[config.mk]
export PLATFORM = sky130hd
export DESIGN_NAME = fmaseqnormshift
export DESIGN_NICKNAME = d
export VERILOG_FILES = /design/src/rtl/fmaseqnormshift.sv
export SDC_FILE = /design/constraint.sdc
export NUM_CORES = 1
export LEC_CHECK = 0
export BUFFER_PORTS_ARGS = -buffer_cell sky130_fd_sc_hd__clkbuf_2
export CAP_MARGIN = 20
export CELL_PAD_IN_SITES_DETAIL_PLACEMENT = 1
export CELL_PAD_IN_SITES_GLOBAL_PLACEMENT = 1
export CORE_MARGIN = 1
export CORE_UTILIZATION = 35
export CTS_CLUSTER_SIZE = 24
export DETAILED_ROUTE_END_ITERATION = 8
export PLACE_DENSITY = 0.81
export SLEW_MARGIN = 25
export SYNTH_ARGS = -nofsm -noshare
export SYNTH_HDL_FRONTEND = slang
export SYNTH_SLANG_ARGS = --single-unit
[constraint.sdc]
create_clock -name clk -period 3.6 [get_ports clk]
set_input_delay 0.18 -clock clk [delete_from_list [all_inputs] [get_ports clk]]
set_output_delay 0.18 -clock clk [all_outputs]
set_load 0.01 [all_outputs]
[src/rtl/fmaseqnormshift.sv]
// Iterative FMA normalization left shifter: shifts by at most STEP bits per cycle, with a tag carried alongside.
// Define FMA_NORM_BARREL_EN to apply the whole shift in one barrel stage. The format is given by NF/NE.
module fmaseqnormshift #(
    parameter int NF   = 52,
    parameter int NE   = 11,
    parameter int STEP = 16,
    localparam int W   = 3*NF+6,
    localparam int SW  = $clog2(3*NF+5),
    localparam int TW  = NE+2
) (
    input  logic          clk,
    input  logic          reset,
    input  logic          Flush,
    input  logic          InValid,
    output logic          InReady,
    input  logic [W-1:0]  ShiftIn,
    input  logic [SW-1:0] ShiftAmt,
    input  logic [TW-1:0] NormSumExpIn,
    output logic          OutValid,
    input  logic          OutReady,
    output logic [W-1:0]  Shifted,
    output logic [TW-1:0] NormSumExpOut,
    output logic          Busy
);

    typedef enum logic [1:0] {
        IDLE  = 2'd0,
        SHIFT = 2'd1,
        DONE  = 2'd2
    } state_t;

    // STEP can equal 2**SW, so compare against it one bit wider than Rem.
    localparam logic [SW:0] STEP_C = (SW+1)'(STEP);

    state_t        state_reg, state_next;
    logic [W-1:0]  data_reg, data_next;
    logic [SW-1:0] rem_reg, rem_next;
    logic [TW-1:0] tag_reg, tag_next;
    logic [SW-1:0] step;
    logic          last_step;

    always_ff @(posedge clk) begin
        if (reset) begin
            state_reg <= IDLE;
            data_reg  <= '0;
            rem_reg   <= '0;
            tag_reg   <= '0;
        end else begin
            state_reg <= state_next;
            data_reg  <= data_next;
            rem_reg   <= rem_next;
            tag_reg   <= tag_next;
        end
    end

    // The step is never larger than Rem, so Rem counts down to exactly zero without wrapping.
    always_comb begin
        last_step = ({1'b0, rem_reg} <= STEP_C);
        step      = last_step ? rem_reg : STEP_C[SW-1:0];
    end

    always_comb begin
        state_next = state_reg;
        data_next  = data_reg;
        rem_next   = rem_reg;
        tag_next   = tag_reg;
        case (state_reg)
            IDLE: begin
                if (InValid) begin
                    tag_next = NormSumExpIn;
`ifdef FMA_NORM_BARREL_EN
                    data_next  = ShiftIn << ShiftAmt;
                    rem_next   = '0;
                    state_next = DONE;
`else
                    data_next  = ShiftIn;
                    rem_next   = ShiftAmt;
                    state_next = (ShiftAmt == '0) ? DONE : SHIFT;
`endif
                end
            end
            SHIFT: begin
                data_next = data_reg << step;
                rem_next  = rem_reg - step;
                if (last_step) begin
                    state_next = DONE;
                end
            end
            DONE: begin
                if (OutReady) begin
                    state_next = IDLE;
                end
            end
            default: state_next = IDLE;
        endcase
        // An abort wins over any handshake seen in the same cycle.
        if (Flush) begin
            state_next = IDLE;
        end
    end

    // Outputs decode state only; the result is exposed only while it is valid.
    always_comb begin
        InReady       = (state_reg == IDLE);
        OutValid      = (state_reg == DONE);
        Busy          = (state_reg != IDLE);
        Shifted       = (state_reg == DONE) ? data_reg : '0;
        NormSumExpOut = (state_reg == DONE) ? tag_reg  : '0;
    end

endmodule

==> results by group <==
Yosys
  • Fraction of the mapped netlist area in compound gates: 41.75%
  • Post-Synthesis Cell Area: 19,140 um^2
  • Area share of the largest cell type after synthesis: 19.35%
  • Post-synthesis average cell area: 7.004 um^2
  • Yosys reg bits: 185
  • Number of enable-type register cells in the synthesized netlist: 0
  • Syn Nets: 2,922
  • Warnings, synthesis: 0
  • Multiplexer share of the synthesized area: 6.406%
  • Proportion of synthesized chip area in sequential cells: 19.35%
  • Gate Count Post-Synth: 2,733
  • Post-synthesis cell type count: 80
  • Post-Synth Simple-Gate Area: 24.53%
  • Adder and majority cell fraction of the synthesized area: 0.06537%
  • Top FF cell, synth: sky130_fd_sc_hd__dfxtp_1
  • XOR/XNOR share of the synthesized area: 0.09152%
  • Yosys top cell by area: sky130_fd_sc_hd__dfxtp_1
  • Dominant cells by area after synthesis: sky130_fd_sc_hd__dfxtp_1 (19%), sky130_fd_sc_hd__and2_1 (8.6%), sky130_fd_sc_hd__o21ai_0 (6.9%), sky130_fd_sc_hd__clkbuf_1 (5.1%), sky130_fd_sc_hd__a31oi_1 (4.8%)
  • Async S/R FF share, synth: 0%
  • Combinational family with the most area after synthesis: compound AO/OA/AOI/OAI gates

Finish
  • Fraction of final layout cells sized beyond drive strength 1: 21.62%
  • Net count, final: 3,147
  • Final Util: 42.44%
  • Commonest cells after routing, fill and taps aside: sky130_fd_sc_hd__clkbuf_2 (365), sky130_fd_sc_hd__o21ai_0 (263), sky130_fd_sc_hd__and2_1 (262)
  • Area of all placed cells without fillers: 22,880 um^2
  • Most common cell after layout, fill and taps aside: sky130_fd_sc_hd__clkbuf_2
  • Max reg flops: 162
  • Synth-to-Final Area Change: 19.54%

Placed design
  • HPWL reported at the end of detailed placement: 80.59 mm
  • Cell area after placement: 21,860 um^2
  • Last weighted congestion value of the routability-driven placer: 0.9767
  • Count of buffers from port buffering: 365
  • Pre-CTS setup slack: 0.5179 ns

Floorplan
  • Area inside the core boundary: 53,920 um^2
  • Die area: 55,630 um^2
  • Initial Util: 35.50%
  • Vertical extent of the die: 235.9 um
  • I/O pin count: 366
  • Count of standard-cell rows: 85
  • Width of the die: 235.9 um

Timing
  • Count of endpoints failing hold in the final timing report: 0
  • Share of the clock period used by the worst path after layout: 91.66%
  • Setup slack after layout: 0.3003 ns
  • Endpoints failing setup: 0
  • Slew margin rel.: 24.11%
  • Final critical-path required period: 3.300 ns
  • Setup TNS: 0 ns
  • F_max: 0.3031 GHz
  • Tightest Pin Transition: 1.110 ns
  • Max Slew Vio Count: 0
  • Setup repair after global routing missed its margin: false
  • Setup skew after layout: 0.02064 ns

GRT
  • All-Layer GR Usage: 41.87%
  • Total grt overflow: 0
  • First-pass GRT wire length: 177.7 mm
  • Largest net degree at the start of global routing: 116
  • Number of global-route vias before repair: 26,512
  • Number of antenna violations at the first check in global routing: 0

Clock network
  • Max clock buf depth: 2
  • Buffers inserted during post-CTS setup optimization: 0
  • CTS HTree Levels: 4
  • CTS sink count: 185
  • Clock transition at path regs: 0.09 ns
  • Clock tree from TritonCTS: yes
  • Root buf cell: sky130_fd_sc_hd__clkbuf_16
  • Clk_lat worst skew: 0.54 ns
  • Total CTS buffers: 17

Critical path
  • Required time reported for the critical path endpoint: 4.05 ns
  • CP Launch Type: flop
  • Kind of critical path: reg2reg
  • Worst stage delay on the critical path: 0.79 ns
  • Worst Path Max Fanout: 63
  • Slowest library cell on the worst path: sky130_fd_sc_hd__or3_4
  • Critical Path, Cell by Cell: or3_4, buf_4, o21ai_0, a31oi_1, mux2i_1, o22a_1, a21oi_1
  • Family with the most delay on the worst path: compound AO/OA/AOI/OAI gates
  • Buffers & Inverters on Critical Path: 1
  • Data arrival time of the worst path: 3.75 ns
  • CP Capture Type: flop

Detailed routing
  • Initial detailed-routing violation count: 4,242
  • Count of vias placed by the detailed router: 26,974
  • Number of detailed-route iterations in the first pass: 6
  • Final WL: 119.7 mm
  • Antenna Nets Post-Route: 0
  • Average wire per standard cell: 32.62 um
  • Vias per cell: 7.352
  • DRC violation count after routing: 0

Run
  • Number of violations of the max-capacitance limit: 0

Hold path
  • Worst hold path type: in2reg

Power and ir drop
  • Maximum resistive drop on vdd: 361.5 uV
  • Pwr Total: 7.959 mW
  • Cell leakage power: 8.702 nW
  • Power density over cell area: 347.8 nW/um^2

Outcome
  • Outcome: complete, no violations
## synthesized netlist by cell type (41+ instances only)
| cell type | count |
|---|---|
| sky130_fd_sc_hd__a221oi_1 | 105 |
| sky130_fd_sc_hd__a31oi_1 | 148 |
| sky130_fd_sc_hd__mux2i_1 | 64 |
| sky130_fd_sc_hd__buf_2 | 49 |
| sky130_fd_sc_hd__dfxtp_1 | 185 |
| sky130_fd_sc_hd__nor3_1 | 49 |
| sky130_fd_sc_hd__nor2_1 | 130 |
| sky130_fd_sc_hd__o21ai_0 | 263 |
| sky130_fd_sc_hd__and3_1 | 41 |
| sky130_fd_sc_hd__nand2_1 | 178 |
| sky130_fd_sc_hd__clkbuf_1 | 260 |
| sky130_fd_sc_hd__nand3_1 | 161 |
| sky130_fd_sc_hd__and2_1 | 262 |
| sky130_fd_sc_hd__a2111oi_0 | 83 |
| sky130_fd_sc_hd__a21oi_1 | 171 |
| sky130_fd_sc_hd__mux2_2 | 46 |
| sky130_fd_sc_hd__a22oi_1 | 60 |
## what timing repair did
action                                 in CTS  in global routing
hold buffers                               47                  0
resized for setup                           0                  0
endpoints found under the hold margin      48                  0
## final timing paths
kind / slack, ns / to / start / cells after the start
max reg2reg: 0.30 / data_reg[130] / rem_reg[6] / 7
min reg2reg: 0.46 / tag_reg[8] / tag_reg[8] / 2
min: 0.01 / data_reg[22] / ShiftIn[22] / 3
max: 0.30 / data_reg[130] / rem_reg[6] / 7
## power breakdown
group / internal [mW] / leakage, nW / switching (mW)
combinational: 1.09 / 6.90 / 2.20
sequential: 2.23 / 1.54 / 0.456
clock: 0.937 / 0.263 / 1.04
## area by class of cell
cell class / count / area (um^2)
flip-flops and latches: 185 / 3711
multi-input cells: 2176 / 14050
clock buffers: 22 / 474.2
clock inverters: 9 / 68.82
repair buffers: 545 / 3571
inverters: 33 / 126.4
well taps: 696 / 870.8
fillers: 6771 / 31040
diodes: 3 / 7.507
## layer usage
metal / wire length [um] / vias up / GRT usage, %
met5: 0 / - / 0
met3: 14940 / 593 / 12.71
met1: 45840 / 13109 / 52.86
met2: 51200 / 2313 / 62.59
li1: - / 10959 / -
met4: 7707 / 0 / 24.74
## logic make-up after synthesis
| logic type | Yosys count |
|---|---|
| buf+inv | 372 |
| flops | 185 |
| mux | 113 |
| simple gates | 905 |
| xor+xnor | 2 |
| fa+ha+maj | 1 |
| compound gates | 1154 |
| other cells | 1 |
## stage by stage
| stage | hold WS, ns | instances |
|---|---|---|
| finish | 0.01168 | 3669 |
| global route | 0.01721 | 3666 |
| CTS | 0.0005081 | 3666 |
| detailed placement | 0.3750 | 3588 |
| global placement | 0.3656 | 3588 |
| floorplan | 0.2587 | 2733 |
## worst register-to-register path, stage by stage, from the launching register on
cell and delay, ns:
sky130_fd_sc_hd__dfxtp_1 0.62, sky130_fd_sc_hd__or3_4 0.79, sky130_fd_sc_hd__buf_4 0.43, sky130_fd_sc_hd__o21ai_0 0.14, sky130_fd_sc_hd__a31oi_1 0.50, sky130_fd_sc_hd__mux2i_1 0.26, sky130_fd_sc_hd__o22a_1 0.31, sky130_fd_sc_hd__a21oi_1 0.16
Power figures use the tool's default switching activity.
